File: src/rtl/fifo_wr_arbiter.sv
// Round-robin arbiter sharing one async-FIFO write port among NREQ producers, bursts of up to BURST beats.
// Optional FIFO_ARB_STATS_EN adds a saturating stall_cnt output.
module fifo_wr_arbiter #(
  parameter int DSIZE = 8,
  parameter int NREQ  = 4,
  parameter int BURST = 4,
  localparam int IDW  = $clog2(NREQ)
) (
  input  logic                  wclk,
  input  logic                  wrst,
  input  logic [NREQ-1:0]       req_valid,
  input  logic [NREQ*DSIZE-1:0] req_data,
  output logic [NREQ-1:0]       req_ready,
  output logic                  winc,
  output logic [DSIZE-1:0]      wdata,
  input  logic                  full,
  output logic [IDW-1:0]        grant_id,
  output logic                  busy
`ifdef FIFO_ARB_STATS_EN
  ,
  output logic [15:0]           stall_cnt
`endif
);
  localparam int CW = (BURST > 1) ? $clog2(BURST) : 1;

  typedef enum logic {IDLE, GRANT} state_t;

  state_t                    state;
  logic [IDW-1:0]            owner, rr_ptr, nxt_owner, owner_inc, idx;
  logic [IDW:0]              sum;
  logic [CW-1:0]             beat_cnt;
  logic                      found, own_vld, accept, last_beat;
  logic [NREQ-1:0][DSIZE-1:0] data_arr;

  assign data_arr  = req_data;
  assign own_vld   = req_valid[owner];
  assign accept    = own_vld & ~full;
  assign last_beat = (beat_cnt == CW'(BURST-1));
  assign owner_inc = (owner == IDW'(NREQ-1)) ? '0 : owner + 1'b1;
  assign grant_id  = owner;
  assign busy      = (state == GRANT);

  // First valid requester at or after rr_ptr, wrapping modulo NREQ.
  always_comb begin
    nxt_owner = rr_ptr;
    found     = 1'b0;
    sum       = '0;
    idx       = '0;
    for (int k = 0; k < NREQ; k++) begin
      sum = {1'b0, rr_ptr} + (IDW+1)'(k);
      if (sum >= (IDW+1)'(NREQ)) sum = sum - (IDW+1)'(NREQ);
      idx = sum[IDW-1:0];
      if (!found && req_valid[idx]) begin
        found     = 1'b1;
        nxt_owner = idx;
      end
    end
  end

  // Zero-latency pass-through: the FIFO samples winc/wdata on the same edge.
  always_comb begin
    req_ready = '0;
    winc      = 1'b0;
    wdata     = '0;
    if (state == GRANT && !wrst) begin
      req_ready[owner] = ~full;
      winc             = accept;
      wdata            = data_arr[owner];
    end
  end

  always_ff @(posedge wclk) begin
    if (wrst) begin
      state    <= IDLE;
      owner    <= '0;
      rr_ptr   <= '0;
      beat_cnt <= '0;
    end else begin
      case (state)
        IDLE: if (|req_valid) begin
          owner    <= nxt_owner;
          beat_cnt <= '0;
          state    <= GRANT;
        end
        GRANT: begin
          if (!own_vld || (accept && last_beat)) begin
            state  <= IDLE;
            rr_ptr <= owner_inc;
          end else if (accept) begin
            beat_cnt <= beat_cnt + 1'b1;
          end
        end
        default: state <= IDLE;
      endcase
    end
  end

`ifdef FIFO_ARB_STATS_EN
  always_ff @(posedge wclk) begin
    if (wrst)
      stall_cnt <= '0;
    else if (state == GRANT && own_vld && full && stall_cnt != 16'hFFFF)
      stall_cnt <= stall_cnt + 1'b1;
  end
`endif

endmodule

File: config.mk
export PLATFORM = sky130hd
export DESIGN_NAME = fifo_wr_arbiter
export DESIGN_NICKNAME = d
export VERILOG_FILES = /design/src/rtl/fifo_wr_arbiter.sv
export SDC_FILE = /design/constraint.sdc
export NUM_CORES = 1
export LEC_CHECK = 0
export BUFFER_PORTS_ARGS = -buffer_cell sky130_fd_sc_hd__buf_2
export CAP_MARGIN = 20
export CORE_AREA = 2 2 46 48
export CTS_BUF_LIST = sky130_fd_sc_hd__clkbuf_4 sky130_fd_sc_hd__clkbuf_8 sky130_fd_sc_hd__clkbuf_16
export CTS_CLUSTER_DIAMETER = 200
export DETAILED_ROUTE_END_ITERATION = 8
export DIE_AREA = 0 0 48 50
export MAX_ROUTING_LAYER = met4
export PLACE_DENSITY = 0.83
export SLEW_MARGIN = 10
export SYNTH_ARGS = -nofsm -noshare
export SYNTH_HDL_FRONTEND = slang
export SYNTH_SLANG_ARGS = --single-unit
export TNS_END_PERCENT = 5
File: constraint.sdc
create_clock -name wclk -period 2.5 [get_ports wclk]
set_input_delay 0.25 -clock wclk [delete_from_list [all_inputs] [get_ports wclk]]
set_output_delay 0.25 -clock wclk [all_outputs]
set_load 0.02 [all_outputs]
Word level (Yosys, flattened, before mapping)

Index checks and enable logic that the tools add are counted.

$add $sub $neg: 9
Magnitude comparators: 10
Eq/ne operators: 5
Muxes and demuxes: 36
Bitwise operators: 4
Reduce and logical (&&, ||, !) cells: 16

Operator list:

| cell                                                | count |
|---|---|
| two-way mux 2 bit                                   | 12 |
| binary-select mux 8 bit (select 2 bit)              | 1 |
| two-way mux 8 bit                                   | 2 |
| < comparator 2 x 3 -> 1 bit, second input constant  | 5 |
| two-way mux 1 bit                                   | 12 |
| binary-select mux 1 bit (select 2 bit)              | 5 |
| >= comparator 3 bit, second input constant          | 3 |
| subtractor 2 x 1 -> 2 bit, second input constant    | 4 |
| adder 2 x 2 -> 3 bit, second input constant         | 2 |
| logical AND 1 bit                                   | 6 |
| logical NOT 1 bit                                   | 5 |
| adder 2 x 1 -> 2 bit, second input constant         | 2 |
| AND 4 bit                                           | 1 |
| equality test 2 bit, second input constant          | 2 |
| two-way mux 4 bit                                   | 1 |
| != test 2 bit, second input constant                | 2 |
| one-hot mux 2 bit (2 select lines)                  | 1 |
| AND reduction 2 bit                                 | 2 |
| OR reduction 4 bit                                  | 1 |
| adder 2 x 1 -> 3 bit, second input constant         | 1 |
| >= comparator 2 x 3 -> 1 bit, second input constant | 1 |
| AND reduction 3 bit                                 | 1 |
| demux 1 bit (select 2 bit)                          | 1 |
| >= comparator 2 x 1 -> 1 bit, second input constant | 1 |
| 5 further kinds                                     | 6 |

Flip-flop bits (word level): 7
Output and inout bits: 16
Logic and storage cells: 84

Logic depth before layout (Yosys ltp)

Depth in word-level cells: 14
Gate-level depth with buffers: 5

Worst setup path after synthesis

OpenSTA, ideal clock, no wires.

Path kind: reg2out
Start point: reg owner[0], in the netlist grant_id[0]
End point: out wdata[0]
Arrival time: 1.435 ns
Slack: 0.815 ns
Stages on the path, launching flop included: 4
Path buffers: 1
Cells stage by stage: dfxtp_1 > buf_6 > mux4_2 > nor2b_1

Cells in the longest elaborated chain, start to end: 3

Ends and longest elaborated chain:

| element                                 | line | text |
|---|---|---|
| from (decl)                             | 29   | `logic [IDW-1:0] owner, rr_ptr, nxt_owner, owner_inc, idx;` |
| from (signal assigned)                  | 81   | `owner <= nxt_owner;` |
| binary-select mux 8 bit (select 2 bit)  | 68   | `wdata = data_arr[owner];` |
| two-way mux 8 bit (not written as such) | 68   |  |
| two-way mux 8 bit                       | 65   | `if (state == GRANT && !wrst) begin` |
| to (decl)                               | 15   | `output logic [DSIZE-1:0] wdata,` |

Every way passes these cells. The select of a mux whose other input is x is not followed.

Worst setup path after layout

Start point: reg owner[0], in the netlist grant_id[0]
End point: out wdata[7]

Same word-level chain as after synthesis.

==> flow_summary_export.csv <==
group,metric,value,unit
floorplanning,die_area,2400,sq um
worst_setup_path,path_delay_family,"multiplexers",
synthesis,synth_area_leaders,"mux4_2, dfxtp_1, ha_1, nor2b_1, mux2i_1",
final_layout,nFillCells,171,
floorplanning,die_w,48,microns
placed_design,dp_hpwl,1730,microns
clock_network,cts.clk_slew.worst_paths,0.06,ns
power,powerDensity,363,nW/um^2
power,p_comb_share,38.2,%
synthesis,syn_nets,126,
clock_network,postCtsHoldBufs,0,
clock_network,ctsHtreeMaxLevel,1,
placed_design,io_buffers,54,
floorplanning,io_pins,55,
synthesis,ys_seq_elements,7,
min_path,min-delay-path-class,"input port to register",
timing,tightestPinTransition,0.631,ns
timing,setup_ws,0.377,ns
worst_setup_path,rr_startpoint,"grant_id[1]",
worst_setup_path,arrival,1.87,ns
worst_setup_path,required,2.25,ns
power,p_clk_share,28.6,%
timing,fmax,471,MHz
route,wl_met1,886,microns
timing,setup_tns,0,ns
clock_network,postCtsResizedCells,0,
worst_setup_path,cp_slowest_cell,"mux4_1",
final_layout,final_nets,182,
route,postRouteAntennaNets,0,
synthesis,syn_area,793,sq um
worst_setup_path,path_buf_inv,2,
route,top_layer_used,"met4",
grt,grt_overflow_total,0,
clock_network,cts_buffer_depth,2,
timing,rsz0062_at_grt,"no",
worst_setup_path,cp.depth,4,
route,met2_length,988,microns
timing,hold_viol_final,0,
worst_setup_path,critPathMaxFanout,8,
synthesis,synth_top_area_share,22.7,%
worst_setup_path,crit_path_start_kind,"register",
timing,finClkSkew,0.00792,ns
power,p_int,0.000273,W
synthesis,yosysSeqAreaShare,17.7,%
placed_design,gp_congestion,0.871,
timing,finalMaxSlewViolations,0,
worst_setup_path,path_class,"register to primary output",
floorplanning,core_area,1900,sq um
clock_network,numCtsBuffers,3,
worst_setup_path,cpPeakStageDelay,0.56,ns
floorplanning,start_util,41.7,%
worst_setup_path,reg2regPathDepth,4,
synthesis,postSynth.asyncResetShare,0,%
grt,grt_max_degree,17,
route,drc,0,
power,p_switching,0.000129,W
route,via_per_inst,4.96,
synthesis,post-synth-top-area-cell,"mux4_2",
min_path,worstHoldStart,"wrst",
worst_setup_path,crit_end,"wdata[7]",
synthesis,synth_cells,82,
worst_setup_path,cp_cell_sequence,"buf_4, mux4_1, nor2b_1, buf_2",
worst_setup_path,rrSetupSlack,0.76,ns
power,seq_power_share,33.2,%
clock_network,cts_tree,"built",
power,swShare,32.0,%
clock_network,post_cts_buffers,0,
route,dr_wl_met3,242,microns
clock_network,cts_root_buf,"clkbuf_4",
synthesis,ys_warn_count,0,
worst_setup_path,r2r_end,"rr_ptr[1]",
route,wl_per_cell,13.0,microns
synthesis,ys.flop_type,"dfxtp_1",
grt,grt_usage,18.4,%
floorplanning,core.rowCount,16,
grt,antenna_found_initial,0,
grt,grt_pass1_wl,3080,microns
power,leakagePower,0.511,nW
clock_network,clock_latency,0.25,ns
timing,setup_violations,0,
route,first_iter_violations,11,
final_layout,finalCoreUtilization,58.2,%
floorplanning,die_y,50,microns
timing,min_period,2.12,ns
timing,relSlewSlack,57.9,%
route,drt-total-wl,2130,microns
placed_design,dp_worst_setup_slack,0.634,ns
job,cap_violations,0,
run_status,outcome,"finished clean",
route,vias,814,
grt,grt_pass1_vias,771,
clock_network,cts.sinks,7,
worst_setup_path,end_kind,"primary output",
route,dr.pass1.iters,4,
worst_setup_path,crit_start,"grant_id[0]",
timing,min_period_over_period,84.9,%
power,peakVddDrop,0.000290,V
final_layout,drive_above_1_share,51.8,%
final_layout,synthToLayoutAreaGrowth,39.6,%
synthesis,synth_cell_types,32,
final_layout,diodes,0,
synthesis,synth_edf_count,0,
synthesis,avgSynthCellArea,9.67,sq um
-- worst min path at each step --
stage                     slack [ns]  cells after the start     endpoint
after floorplan                 0.45                      2  beat_cnt[0]
after global placement          0.49                      2  beat_cnt[0]
after detailed placement        0.50                      2  beat_cnt[0]
after CTS                       0.27                      2  beat_cnt[0]
after global routing            0.28                      2  beat_cnt[0]
final                           0.28                      2  beat_cnt[0]
-- power by group through the flow --
stage                     registers (W)  clock network (W)   logic, W
after floorplan                0.000135                  0  0.0000986
after global placement         0.000135                  0   0.000152
after detailed placement       0.000136                  0   0.000154
after CTS                      0.000134           0.000122   0.000155
after global routing           0.000135           0.000125   0.000168
final                          0.000133           0.000115   0.000154
-- per-layer routing --
layer  global-route usage [%]  vias up
met5                        -        -
met4                     8.11        0
met3                     4.76        2
met2                     30.9       46
met1                     19.1      351
li1                         -      415
-- worst reg2reg max path, stage by stage, from the launching register on --
cell and delay (ns):
dfxtp_1 0.72, mux2i_1 0.32, nor3_1 0.08, nor3_1 0.34
mux2i_1 0.23
-- sequential cells by signal, summed over array words and instances, names as in the netlist --
name / cells
beat_cnt: 2
grant_id: 2
rr_ptr: 2
busy: 1
-- cell families (layout without fill, tap and decap cells) --
group                    after synthesis  in the layout  share of synthesized area (%)
adder cells (fa/ha/maj)                5              5                           7.89
AND/OR/NAND/NOR                       34             34                           25.1
buffers and inverters                  9             64                           5.84
flip-flops                             7              7                           17.7
AO/OA/AOI/OAI                         14             14                           12.5
multiplexers                          13             13                           31.1
-- cells in the final DEF, fill, tap and decap left out, types with 2 or more instances in the layout --
master and instances:
nor2b_1 9, nor3_1 3, nand2_1 2, nand2b_1 3, ha_1 5, o221ai_1 2
o31ai_1 2, nor2_1 5, and2_1 4, mux2i_1 4, dfxtp_1 7, mux4_2 8
clkbuf_4 4, a21oi_1 5, buf_2 54, inv_1 5
-- Yosys cell counts (2+ instances only) --
| library cell | instances |
|---|---|
| mux2i_1 | 4 |
| nor2b_1 | 9 |
| o31ai_1 | 2 |
| nor2_1 | 5 |
| dfxtp_1 | 7 |
| and2_1 | 4 |
| o221ai_1 | 2 |
| inv_1 | 5 |
| nor3_1 | 3 |
| mux4_2 | 8 |
| ha_1 | 5 |
| nand2b_1 | 3 |
| a21oi_1 | 5 |
| nand2_1 | 2 |
-- stage by stage --
step | hold WS, ns | cell area, sq um | instances | total power, W
floorplan | 0.455 | 793 | 82 | 0.000234
detailed placement | 0.500 | 1080 | 160 | 0.000290
CTS | 0.272 | 1110 | 164 | 0.000410
global route | 0.283 | 1110 | 164 | 0.000428
finish | 0.283 | 1110 | 164 | 0.000402
global placement | 0.486 | 1080 | 160 | 0.000287
-- layout make-up --
type | instances | area [sq um] | area share (%)
Timing Repair Buffer | 55 | 278 | 25.1
Multi-Input combinational cell | 66 | 607 | 54.8
Sequential cell | 7 | 140 | 12.7
Clock buffer | 4 | 30.0 | 2.71
Inverter | 5 | 18.8 | 1.69
Tap cell | 27 | 33.8 | 3.05
No activity file was read; power rests on OpenSTA's default activity.
